==> src/rtl/enc_bin2onehot_if.sv <==
// Binary code / one-hot result bundle for enc_bin2onehot.
// The master drives the binary code; the slave (the encoder) returns the one-hot vector.
interface enc_bin2onehot_if #(
    parameter int IN_W  = 4,
    parameter int OUT_W = (1 << IN_W) - 1
);
    logic [IN_W-1:0]  in;
    logic             in_valid;
    logic [OUT_W-1:0] out;
    logic             out_valid;

    modport master (
        output in,
        output in_valid,
        input  out,
        input  out_valid
    );

    modport slave (
        input  in,
        input  in_valid,
        output out,
        output out_valid
    );
endinterface

==> src/rtl/enc_bin2onehot.sv <==
// Registered binary-to-one-hot encoder: code 0 -> all zeros, code k -> bit k-1 set, one cycle latency.
// Optional build macro ENC_BIN2ONEHOT_CLEAR_ON_IDLE_EN: clear out on idle cycles instead of holding it.
module enc_bin2onehot #(
    parameter int IN_W  = 4,
    parameter int OUT_W = (1 << IN_W) - 1
) (
    input logic            clk,
    input logic            rst,
    enc_bin2onehot_if.slave bus
);
    // Every nonzero code needs its own output line, and no line may be left without a code.
    if (OUT_W != (1 << IN_W) - 1) begin : g_width_check
        $error("enc_bin2onehot: OUT_W must equal (1<<IN_W)-1");
    end

    logic [IN_W-1:0]  code_m1_p0;
    logic [OUT_W-1:0] dec_p0;
    logic [OUT_W-1:0] out_p1;
    logic             vld_p1;

    // Stage p0: combinational decode. Code 0 wraps to all ones, which is one past the
    // highest line index, so it matches nothing and yields the all-zero "none" vector.
    assign code_m1_p0 = bus.in - IN_W'(1);

    always_comb begin
        dec_p0 = '0;
        for (int i = 0; i < OUT_W; i++) begin
            dec_p0[i] = (code_m1_p0 == IN_W'(i));
        end
    end

    // Stage p1: output register.
    always_ff @(posedge clk) begin
        if (rst) begin
            out_p1 <= '0;
            vld_p1 <= 1'b0;
        end else begin
            vld_p1 <= bus.in_valid;
`ifdef ENC_BIN2ONEHOT_CLEAR_ON_IDLE_EN
            out_p1 <= bus.in_valid ? dec_p0 : '0;
`else
            if (bus.in_valid) begin
                out_p1 <= dec_p0;
            end
`endif
        end
    end

    assign bus.out       = out_p1;
    assign bus.out_valid = vld_p1;
endmodule

==> src/flat_wrapper.sv <==
// flat-port wrapper written by rule: the top's interface ports become plain ports
module enc_bin2onehot_flat 
#(
    parameter int IN_W  = 4,
    parameter int OUT_W = (1 << IN_W) - 1
)
  (clk, rst, bus_in, bus_in_valid, bus_out, bus_out_valid);
  enc_bin2onehot_if #(.IN_W(IN_W), .OUT_W(OUT_W)) bus_i ();
  input logic clk;
  input logic rst;
  input wire logic [$bits(bus_i.in)-1:0] bus_in;
  input wire logic [$bits(bus_i.in_valid)-1:0] bus_in_valid;
  output wire logic [$bits(bus_i.out)-1:0] bus_out;
  output wire logic [$bits(bus_i.out_valid)-1:0] bus_out_valid;
  assign bus_i.in = bus_in;
  assign bus_i.in_valid = bus_in_valid;
  assign bus_out = bus_i.out;
  assign bus_out_valid = bus_i.out_valid;
  enc_bin2onehot #(.IN_W(IN_W), .OUT_W(OUT_W)) u_core (.clk(clk), .rst(rst), .bus(bus_i));
endmodule
==> config.mk <==
export PLATFORM = sky130hd
export DESIGN_NAME = enc_bin2onehot_flat
export DESIGN_NICKNAME = d
export VERILOG_FILES = /design/src/rtl/enc_bin2onehot_if.sv /design/src/rtl/enc_bin2onehot.sv /design/src/flat_wrapper.sv
export SDC_FILE = /design/constraint.sdc
export NUM_CORES = 1
export LEC_CHECK = 0
export ABC_AREA = 0
export CAP_MARGIN = 40
export CORE_MARGIN = 2
export CORE_UTILIZATION = 38
export DETAILED_ROUTE_END_ITERATION = 16
export GPL_ROUTABILITY_DRIVEN = 0
export PLACE_DENSITY = 0.73
export SETUP_SLACK_MARGIN = 0.1
export SLEW_MARGIN = 10
export SYNTH_ARGS = -nofsm -noshare
export SYNTH_HDL_FRONTEND = slang
export SYNTH_SLANG_ARGS = --single-unit
==> constraint.sdc <==
create_clock -name clk -period 1.25 [get_ports clk]
set_input_delay 0.375 -clock clk [delete_from_list [all_inputs] [get_ports clk]]
set_output_delay 0.375 -clock clk [all_outputs]
set_load 0.03 [all_outputs]
# Word level (Yosys, flattened, before mapping)
# Index checks and enable logic that the tools add are counted.
[word_totals]
memories = 0
latchBits = 0
reg_bits = 16
word_cells = 18
romBits = 0
out_inout_bits = 16
input_bits = 7
mem_bits_rw = 0
[classes]
eq_ne = 14
n_bitwise = 0
shifts = 0
mul = 0
n_reduce_logical = 1
n_lt_le_gt_ge = 0
n_div = 0
muxes = 0
addsub = 1
[op_table]
columns = ["cell", "n"]
rows = [
  ["4-bit equality test, second input constant", 7],
  ["4-bit by 3-bit equality test with 1-bit output, second input constant", 4],
  ["4-bit by 2-bit equality test with 1-bit output, second input constant", 2],
  ["4-bit by 1-bit equality test with 1-bit output, second input constant", 1],
  ["4-bit logical NOT", 1],
  ["4-bit by 1-bit subtractor with 4-bit output, second input constant", 1],
]

# Depth between registers and ports, before layout
[depth]
word_depth = 2
ltp_mapped = 4
depth_no_buf = 3

# Worst setup path after synthesis
# OpenSTA, ideal clock, no wires.
[synth_path]
kind = "in2reg"
startpoint = "input port bus_in[2]"
endpoint = "register u_core.out_p1[10], in the netlist u_core.bus.out[10]"
cell_stages = 4
setup_ps = 117
slack_ps = 42
arrival_time_ps = 1091
path_buffers = 1
required_time_ps = 1133
cell_sequence = "buf_2 nor3_2 and4b_4 a32o_1"
[synth_via]
elab_chain_cells = 2
[synth_lines]
columns = ["element", "line_no", "rtl"]
rows = [
  ["start, declared", "flat_wrapper.sv:11", "input wire logic [$bits(bus_i.in)-1:0] bus_in;"],
  ["4-bit by 1-bit subtractor with 4-bit output", "enc_bin2onehot.sv:23", "assign code_m1_p0 = bus.in - IN_W'(1);"],
  ["4-bit equality test", "enc_bin2onehot.sv:28", "dec_p0[i] = (code_m1_p0 == IN_W'(i));"],
  ["end signal, assigned", "enc_bin2onehot.sv:43", "out_p1 <= dec_p0;"],
  ["end, declared", "enc_bin2onehot.sv:18", "logic [OUT_W-1:0] out_p1;"],
]
# No other way between the ends.
# A chain may end at the register's enable or synchronous reset.

# Worst setup path in the final report
[layout_path]
startpoint = "register u_core.out_p1[4], in the netlist u_core.bus.out[4]"
endpoint = "output port bus_out[4]"
[layout_rtl]
columns = ["element", "line_no", "rtl"]
rows = [
  ["end, declared", "flat_wrapper.sv:13", "output wire logic [$bits(bus_i.out)-1:0] bus_out;"],
]
# No word-level cell between the ends.

==> summary.md <==
Die outline width: 45.7 um. Share of flip-flops with an asynchronous set or reset after synthesis: 0. Largest area contributor in the synthesized netlist: dfxtp_1. The worst hold path belongs to the class reg2reg. From synthesis to final layout, the design area changed by 58.3%. The area of the mapped netlist was 661 um^2; the detailed-route DRC error count was 0. The cell sitting at the root of the clock tree is a clkbuf_4.

The final layout contains routed wiring with a total length of 1540 um. In the final layout, flip-flops and latches occupy 339 um^2. The final route contains 634 vias. The tools report the number of inserted diodes as 0. TritonCTS sink count: 16. STA classifies the critical path endpoint as an output pin.

Counting every instance in the synthesized netlist gives 71. The startpoint identified for the worst hold timing path is u_core.bus.out[11]$_SDFFE_PP0P_. The count of final max-slew check failures is 0. Timing would allow up to 0.881 GHz. Data arrival time at the worst-slack endpoint: 0.76 ns. Startpoint type of the worst setup path: a flip-flop. For this design, the slowest cell found on the critical path is dfxtp_2. Summed over all cells, the static leakage comes to 0.436 nW. Starting utilization of the core area: 0.396. The CTS H-tree depth came out at 1. The clock passes through at most 2 buffers. The final layout contains 111 nets. The tools report the filler cell count as 149.

Across the VDD grid, the largest voltage drop is 0.638 mV. The placeable core area was 1670 um^2; the total iterations of the first detailed-routing run was 4. The startpoint-to-endpoint class of the critical path was reg2out. The most common library cell in the layout ignoring fill and taps was buf_6.

For the via count of the first global-routing pass, the log shows 595. Pin placement for this block handled 23 I/O pins. Data on the critical path is required at its endpoint by 0.88 ns. The power spent charging and discharging nets was 0.000243 W; the y dimension of the die was 45.7 um. The detail route stage leaves a number of antenna-violating nets equal to 0. Detailed placement finished with a half-perimeter wire length of 1000 um. The share of final-layout standard cells stronger than drive strength 1 is 0.524. Summing all multi-input logic gate instances after layout gives 323 um^2.

The logs give 15 for the total number of placement rows and 0.28 ns for the insertion delay to the later sink of the worst-skew pair. The finished cells cover 1050 um^2. Counting every net in the synthesized netlist gives 78. After global routing the overflow that remains totals 0. The switching power share of the total is 0.241, and the mean number of vias per cell is 5.28. Setup violations remaining at the end of the flow were counted as 0. For the max-slew headroom at the worst pin, the log shows 0.813.

Portion of the clock cycle consumed by the worst path in the final layout: 0.908. The internal power of the cells totals 0.000766 W. For the clock share of power, the log shows 0.335. Among cell families on the critical path, the largest total delay comes from flip-flops. By area the synthesized netlist is led by dfxtp_1, nand2b_1, a21oi_1.

At the pin with the least slew margin, the transition time is 0.280 ns. In this run the tool buffered the top-level ports with 22 buffer cells. The largest clock skew in the final design is 0 ns.

Flip-flop and latch count after synthesis: 16. Fraction of power consumed by combinational cells: 0.144. The run finished with clean final reports. The dominant synthesized flop cell was dfxtp_1. The tools report the worst reg2reg path startpoint as u_core.bus.out[4]$_SDFFE_PP0P_.

The sum of buffers and inverters on the critical path is 1, and the top cell type's share of synthesized area is 0.485. TritonCTS built the clock tree. The average wire length per cell after detail routing was 12.9 um; the violation count after the first detailed-route iteration was 13.

The hold violation total from the final report is 0. The run gives 0 as the initial antenna violation count. The tool flagged a number of max-cap violations equal to 0.

The placed cell area is 895 um^2, and the stage delay of the slowest cell on the critical path is 0.35 ns. The logs give 3 for the number of buffers added by the clock tree synthesis step and 24 for the pin count of the biggest net entering global routing. After clock tree synthesis, the clock-pin slew on the worst setup and hold paths is 0.09 ns.

The average instance in the mapped netlist occupies 9.30 um^2. The number of enable flip-flop cells after synthesis is 0, and the maximum net fanout on the critical path is 2. The relative contribution of sequential cells to total power came out at 0.520.

The tools report the total die area as 2090 um^2. The logs give 0 ns for the final sum of negative setup slack and 0.168 for the global-route total usage across every layer. Walking the worst path, the cells encountered are buf_6. The power per cell area is 964 nW/um^2, and the clock period minus worst slack is 1.14 ns. The top cell types in the final layout, fill and taps aside, are buf_6, dfxtp_2, buf_4, nand2b_1, a21oi_1. In this run the worst setup path begins at u_core.bus.out[4]$_SDFFE_PP0P_.

The first global-routing pass estimated 2480 um of wire. Counting distinct cell types in the post-synthesis netlist gives 19. The yosys synthesis warning count was 0; the sequential area share after synthesis was 0.485. Setup repair after global routing could not meet its margin everywhere.
## per-layer routing
metal | part of all wire | routed length, um | GRT usage | vias up
li1 | - | - | - | 315
met4 | 0.0084 | 13 | 0.103 | 0
met1 | 0.44 | 683 | 0.222 | 296
met2 | 0.49 | 754 | 0.251 | 21
met5 | 0 | 0 | 0 | -
met3 | 0.058 | 90 | 0.0357 | 2
## state kept, by name, indices dropped and copies added, names as in the netlist
name                  count
u_core.bus.out           15
u_core.bus.out_valid      1
## power groups by stage
stage	clock (W)	sequential [W]	combinational [W]
3_3_place_gp	0	0.000534	0.000135
5_1_grt	0.000363	0.000526	0.000156
3_5_place_dp	0	0.000534	0.000137
6_report	0.000338	0.000525	0.000146
4_1_cts	0.000353	0.000525	0.000138
2_1_floorplan	0	0.000552	0.0000604
## what timing repair did
item	4_1_cts	5_1_grt
resized for setup	38	5
hold buffers	0	0
setup buffers	0	3
setup endpoints to repair	30	24
## area by class of cell
cell class,instances,share of cell area
timing repair buffer,34,0.312
sequential,16,0.324
tap,17,0.0203
clock buffer,4,0.0347
multi-input combinational,49,0.309
## cells by family (layout without fill, tap and decap cells)
group / Yosys count / count (layout) / share of synthesized area
compound gates: 15 / 15 / 0.133
buf+inv: 6 / 38 / 0.0530
flops: 16 / 16 / 0.485
mux: 1 / 1 / 0.0152
simple gates: 33 / 33 / 0.314
## path summary, 6_finish.rpt
kind,endpoint,slack (ns),depth (start not counted)
worst min register to register,u_core.bus.out[11]$_SDFFE_PP0P_,0.48,2
worst max register to register,u_core.bus.out[4]$_SDFFE_PP0P_,0.57,3
worst min-delay path,u_core.bus.out[11]$_SDFFE_PP0P_,0.48,2
worst max-delay path,bus_out[4],0.11,1
## cell usage after synthesis, types with 2 or more instances
master	n
nand3_1	5
a22o_1	2
nor2b_1	3
nor2_1	4
a21oi_1	11
nand2b_1	11
dfxtp_1	16
nand4_1	5
buf_2	4
## metrics by stage
step	hold WS, ns	total power [W]	utilization	worst slack [ns]	std cells
after global placement	0.457	0.000670	0.536	-0.342	113
final	0.478	0.00101	0.626	0.115	120
after CTS	0.479	0.00102	0.603	0.102	117
after global routing	0.495	0.00105	0.626	0.0784	120
after floorplan	0.444	0.000612	-	0.0982	71
after detailed placement	0.456	0.000671	0.536	-0.352	113
No activity file was read; power rests on OpenSTA's default activity.
